<file path="src/rtl/rtc_bus_protocol_ctrl.sv">
// Multiplexed address/data RTC bus controller: one register access per request, address phase then data phase.
// Optional RTC_CMD_ADDR_ONLY_EN: addresses 0xF0-0xFF run the address phase only.
module rtc_bus_protocol_ctrl #(
    parameter int unsigned T_SETUP = 2,
    parameter int unsigned T_PULSE = 10,
    parameter int unsigned T_HOLD  = 2,
    parameter int unsigned T_GAP   = 4
) (
    input  logic       clk,
    input  logic       reset,
    input  logic       in_en_funcion_rtc,
    input  logic       in_funcion_w_r,
    input  logic [7:0] in_addr_ram_rtc,
    input  logic       in_flag_inicio,
    input  logic [7:0] in_dato_inicio,
    input  logic [7:0] in_dato_escritura,
    input  logic [7:0] in_ad_bus,
    output logic [7:0] out_ad_bus,
    output logic       out_ad_oe,
    output logic       out_cs_n,
    output logic       out_rd_n,
    output logic       out_wr_n,
    output logic       out_a_d,
    output logic [7:0] out_dato_leido,
    output logic [7:0] out_addr_leido,
    output logic       out_dato_valido,
    output logic       out_flag_done,
    output logic       out_busy
);

    localparam int unsigned CNT_W = 8;
    localparam logic [CNT_W-1:0] LD_SETUP = CNT_W'(T_SETUP - 1);
    localparam logic [CNT_W-1:0] LD_PULSE = CNT_W'(T_PULSE - 1);
    localparam logic [CNT_W-1:0] LD_HOLD  = CNT_W'(T_HOLD - 1);
    localparam logic [CNT_W-1:0] LD_GAP   = CNT_W'(T_GAP - 1);

    typedef enum logic [3:0] {
        S_IDLE,
        S_ADDR_SETUP,
        S_ADDR_STROBE,
        S_ADDR_HOLD,
        S_GAP,
        S_DATA_SETUP,
        S_DATA_STROBE,
        S_DATA_HOLD,
        S_DONE
    } state_t;

    state_t           r_state;
    logic [CNT_W-1:0] r_cnt;
    logic             r_w_r;
    logic [7:0]       r_addr;
    logic [7:0]       r_wdata;
    logic [7:0]       r_ad_bus;
    logic             r_ad_oe;
    logic             r_cs_n;
    logic             r_rd_n;
    logic             r_wr_n;
    logic             r_a_d;
    logic [7:0]       r_dato_leido;
    logic [7:0]       r_addr_leido;
    logic             r_dato_valido;
    logic             r_flag_done;
    logic             r_busy;

    logic w_last;
    logic w_cmd_only;

    assign w_last = (r_cnt == '0);

`ifdef RTC_CMD_ADDR_ONLY_EN
    assign w_cmd_only = (r_addr[7:4] == 4'hF);
`else
    assign w_cmd_only = 1'b0;
`endif

    // Every output is the registered value for the state being entered, so it changes with the state.
    always_ff @(posedge clk or negedge reset) begin
        if (!reset) begin
            r_state       <= S_IDLE;
            r_cnt         <= '0;
            r_w_r         <= 1'b0;
            r_addr        <= 8'h00;
            r_wdata       <= 8'h00;
            r_ad_bus      <= 8'h00;
            r_ad_oe       <= 1'b0;
            r_cs_n        <= 1'b1;
            r_rd_n        <= 1'b1;
            r_wr_n        <= 1'b1;
            r_a_d         <= 1'b0;
            r_dato_leido  <= 8'h00;
            r_addr_leido  <= 8'h00;
            r_dato_valido <= 1'b0;
            r_flag_done   <= 1'b0;
            r_busy        <= 1'b0;
        end else begin
            r_dato_valido <= 1'b0;
            r_flag_done   <= 1'b0;
            if (r_state != S_IDLE && !w_last) begin
                r_cnt <= r_cnt - CNT_W'(1);
            end

            case (r_state)
                S_IDLE: begin
                    if (in_en_funcion_rtc) begin
                        r_w_r    <= in_funcion_w_r;
                        r_addr   <= in_addr_ram_rtc;
                        r_wdata  <= in_flag_inicio ? in_dato_inicio : in_dato_escritura;
                        r_state  <= S_ADDR_SETUP;
                        r_cnt    <= LD_SETUP;
                        r_cs_n   <= 1'b0;
                        r_a_d    <= 1'b0;
                        r_ad_oe  <= 1'b1;
                        r_ad_bus <= in_addr_ram_rtc;
                        r_busy   <= 1'b1;
                    end
                end
                S_ADDR_SETUP: begin
                    if (w_last) begin
                        r_state <= S_ADDR_STROBE;
                        r_cnt   <= LD_PULSE;
                        r_wr_n  <= 1'b0;
                    end
                end
                S_ADDR_STROBE: begin
                    if (w_last) begin
                        r_state <= S_ADDR_HOLD;
                        r_cnt   <= LD_HOLD;
                        r_wr_n  <= 1'b1;
                    end
                end
                S_ADDR_HOLD: begin
                    if (w_last) begin
                        r_cs_n  <= 1'b1;
                        r_ad_oe <= 1'b0;
                        if (w_cmd_only) begin
                            r_state     <= S_DONE;
                            r_a_d       <= 1'b0;
                            r_flag_done <= 1'b1;
                        end else begin
                            r_state <= S_GAP;
                            r_cnt   <= LD_GAP;
                        end
                    end
                end
                S_GAP: begin
                    if (w_last) begin
                        r_state <= S_DATA_SETUP;
                        r_cnt   <= LD_SETUP;
                        r_cs_n  <= 1'b0;
                        r_a_d   <= 1'b1;
                        r_ad_oe <= r_w_r;
                        if (r_w_r) begin
                            r_ad_bus <= r_wdata;
                        end
                    end
                end
                S_DATA_SETUP: begin
                    if (w_last) begin
                        r_state <= S_DATA_STROBE;
                        r_cnt   <= LD_PULSE;
                        if (r_w_r) begin
                            r_wr_n <= 1'b0;
                        end else begin
                            r_rd_n <= 1'b0;
                        end
                    end
                end
                S_DATA_STROBE: begin
                    // Read data is sampled on the edge that ends the final strobe cycle.
                    if (w_last) begin
                        r_state <= S_DATA_HOLD;
                        r_cnt   <= LD_HOLD;
                        r_wr_n  <= 1'b1;
                        r_rd_n  <= 1'b1;
                        if (!r_w_r) begin
                            r_dato_leido <= in_ad_bus;
                            r_addr_leido <= r_addr;
                        end
                    end
                end
                S_DATA_HOLD: begin
                    if (w_last) begin
                        r_state       <= S_DONE;
                        r_cs_n        <= 1'b1;
                        r_a_d         <= 1'b0;
                        r_ad_oe       <= 1'b0;
                        r_flag_done   <= 1'b1;
                        r_dato_valido <= !r_w_r;
                    end
                end
                S_DONE: begin
                    r_state <= S_IDLE;
                    r_busy  <= 1'b0;
                end
                default: begin
                    r_state <= S_IDLE;
                    r_busy  <= 1'b0;
                    r_cs_n  <= 1'b1;
                    r_rd_n  <= 1'b1;
                    r_wr_n  <= 1'b1;
                    r_ad_oe <= 1'b0;
                end
            endcase
        end
    end

    assign out_ad_bus      = r_ad_bus;
    assign out_ad_oe       = r_ad_oe;
    assign out_cs_n        = r_cs_n;
    assign out_rd_n        = r_rd_n;
    assign out_wr_n        = r_wr_n;
    assign out_a_d         = r_a_d;
    assign out_dato_leido  = r_dato_leido;
    assign out_addr_leido  = r_addr_leido;
    assign out_dato_valido = r_dato_valido;
    assign out_flag_done   = r_flag_done;
    assign out_busy        = r_busy;

endmodule

</file>
<file path="config.mk">
export PLATFORM = sky130hd
export DESIGN_NAME = rtc_bus_protocol_ctrl
export DESIGN_NICKNAME = d
export VERILOG_FILES = /design/src/rtl/rtc_bus_protocol_ctrl.sv
export SDC_FILE = /design/constraint.sdc
export NUM_CORES = 1
export LEC_CHECK = 0
export CAP_MARGIN = 20
export CORE_MARGIN = 3
export CORE_UTILIZATION = 50
export CTS_CLUSTER_DIAMETER = 30
export DETAILED_ROUTE_END_ITERATION = 12
export PLACE_DENSITY = 0.8
export SYNTH_ARGS = -nofsm -noshare
export SYNTH_HDL_FRONTEND = slang
export SYNTH_SLANG_ARGS = --single-unit
</file>
<file path="constraint.sdc">
create_clock -name clk -period 3.2 [get_ports clk]
set_clock_uncertainty 0.15 [all_clocks]
set_input_delay 0.96 -clock clk [delete_from_list [all_inputs] [get_ports clk]]
set_output_delay 0.96 -clock clk [all_outputs]
set_load 0.02 [all_outputs]
</file>
==> flow_summary.toml <==
[routing]
drt_iter0_drc = 125
via_per_inst = 5.48
drtPass1Iterations = 4
remaining_drc_errors = 0
ant_nets = 0
finalWirelength_mm = 6.56
via_count = 2198
wl_per_cell_um = 16.4

[logic_synthesis]
synth_mux_area_frac = 0.202
ys.warnings.count = 0
synth_nets = 294
ys.flop_type = "dfrtp_1"
ys_types = 51
synth_area_per_cell_um2 = 11.7
synth_compound_area_frac = 0.0968
async_reset_ff_frac = 1.00
yosys.area_share.simple = 0.133
synth_top_family_by_area = "multiplexers"
netlist_instances = 255
synth_fa_ha_area_frac = 0.00841
ys_seq_area_frac = 0.515
syn_area_um2 = 2970
synth-edff-count = 0
ys_ff_latch = 61
synth_xor_xnor_area_share = 0.0118

[floorplan]
chipWidth_um = 83.1
num_rows = 27
die_h_um = 83.1
top_level_ports = 69
core_um2 = 5640
initial_core_util = 0.527
die-area_um2 = 6910

[setup_path]
cp.required_ns = 2.09
rrSetupSlack_ns = 0.62
crit_slowest_cell = "clkdlybuf4s50_1"
crit_fanout = 3
cpPeakStageDelay_ns = 0.60
end_kind = "primary output"
worst_ep_arrival_time_ns = 1.48
critPathLaunchType = "flop"
path_delay_family = "buffers and inverters"
cp.buffers_inverters = 1
crit_type = "flop to primary output"
path_cells = "clkdlybuf4s50_1"

[timing]
maxSlewViolCount = 0
period_share = 0.810
timing.setup.tns_ns = 0
hold_viol = 0
timing.slew.headroom = 0.574
setup_violations = 0
tightest_slew_ns = 0.639
period_minus_slack_ns = 2.59
fmax_ghz = 0.386
rsz0062_at_grt = "false"

[grt]
grt.total_usage = 0.198
grt.overflow.total = 0
antenna_found_initial = 0
grt_max_degree = 34
grt_pass1_vias = 2250
grt_pass1_wl_mm = 11.0

[cts]
cts_tree = "built"
cts_setup_buffers = 0
clockBufferDepth = 2
clkTransAtPathRegs_ns = 0.07
cts_htree_levels = 3
cts.repair.resized = 0
root_buffer = "clkbuf_8"
cts_made_buffers = 9
postCtsHoldBufs = 0
worstSkewPairLatency_ns = 0.34
cts_sinks = 61

[power]
vdd.ir_drop.worst_uv = 470
p_leak_nw = 1.72
totalPowerFinal_mw = 3.09
p_per_area_nw_per_um2 = 793

[outcome]
outcome = "completed"

[worst_hold_path]
hold_path.class = "flop to flop"

[place]
numPortBuffers = 68
placed_cell_area_um2 = 3710
place_congestion = 0.864
dpl.hpwl_mm = 4.64

[cells_and_area]
post-route-cell-area_um2 = 3900
final_nets = 363
drive_gt1_frac = 0.222
syn_to_final_growth_pct = 31.2
antennaDiodeCount = 0

[run]
cap_violations = 0
==> placed cells by master, fill, tap and decap left out, types with 3 or more instances in the layout <==
cell | synthesis | routed
clkdlybuf4s50_1 | 0 | 67
dfrtp_1 | 58 | 58
mux2_2 | 31 | 31
nand2_1 | 16 | 16
nor2_1 | 15 | 15
o21ai_0 | 14 | 14
a21oi_1 | 10 | 10
mux2i_1 | 10 | 10
mux2_4 | 10 | 10
clkbuf_8 | 0 | 10
inv_1 | 6 | 6
nor3_1 | 6 | 6
nand3_1 | 5 | 5
nand2b_1 | 5 | 5
buf_4 | 0 | 4
or3b_2 | 3 | 3
nand4_1 | 3 | 3
dfstp_2 | 3 | 3
==> where the power goes <==
group | internal [mW] | switching (mW)
combinational | 0.574 | 0.548
sequential | 1.04 | 0.258
clock | 0.379 | 0.294
==> routing by layer <==
metal / routed length (µm) / track usage
met2: 3210 / 0.319
met3: 334 / 0.0367
met1: 2920 / 0.262
met4: 100 / 0.0862
met5: 0 / 0
==> through the flow <==
stage               hold slack (ns)  utilization  setup WS (ns)  instances
CTS                           0.340        0.692          0.602        401
global placement              0.307        0.658          0.630        385
finish                        0.331        0.692          0.607        401
global route                  0.362        0.692          0.516        401
detailed placement            0.324        0.658          0.584        385
floorplan                     0.294            -          0.739        255
==> area by class of cell <==
type	count	area, µm²
Clock buffer	12	145
Clock inverter	4	47.5
Fill cell	401	1740
Inverter	6	22.5
Multi-Input combinational cell	173	1340
Sequential cell	61	1530
Tap cell	72	90.1
Timing Repair Buffer	73	726
==> worst paths after layout <==
path | from | to | cells past startpoint
max | out_rd_n$_DFFE_PN1P_ | out_rd_n | 1
min | r_wdata[1]$_DFFE_PN0P_ | r_wdata[1]$_DFFE_PN0P_ | 2
max reg2reg | r_cnt[0]$_DFF_PN0_ | out_dato_leido[3]$_DFFE_PN0P_ | 6
min reg2reg | r_wdata[1]$_DFFE_PN0P_ | r_wdata[1]$_DFFE_PN0P_ | 2
max in group asynchronous | reset | out_wr_n$_DFFE_PN1P_ | 2
min in group asynchronous | reset | r_state[1]$_DFFE_PN0P_ | 1
==> kinds of logic (layout without fill, tap and decap cells) <==
group           Yosys count  after routing
compound gates           45             45
xor+xnor                  4              4
fa+ha+maj                 2              2
buf+inv                  21             95
flops                    61             61
mux                      51             51
simple gates             71             71
==> flip-flops by register name, indices dropped and copies added (netlist names), 4 cells and up <==
| signal | flops |
|---|---|
| r_state | 4 |
| out_addr_leido | 8 |
| r_cnt | 8 |
| out_ad_bus | 8 |
| out_dato_leido | 8 |
| r_addr | 8 |
| r_wdata | 8 |
==> cell usage after synthesis (all sizes together), types with 3 or more instances <==
cell    number  area [µm²]
a21oi       10        50.1
buf          4        38.8
clkbuf      11        41.3
dfrtp       58        1450
dfstp        3        78.8
inv          6        22.5
mux2        41         499
mux2i       10         100
nand2       17        71.3
nand2b       5        31.3
nand3        5        25.0
nand4        3        18.8
nor2        15        56.3
nor3         6        30.0
nor4         3        33.8
o21ai       14        70.1
or3          3        20.0
or3b         3        26.3
Power figures use the tool's default switching activity.
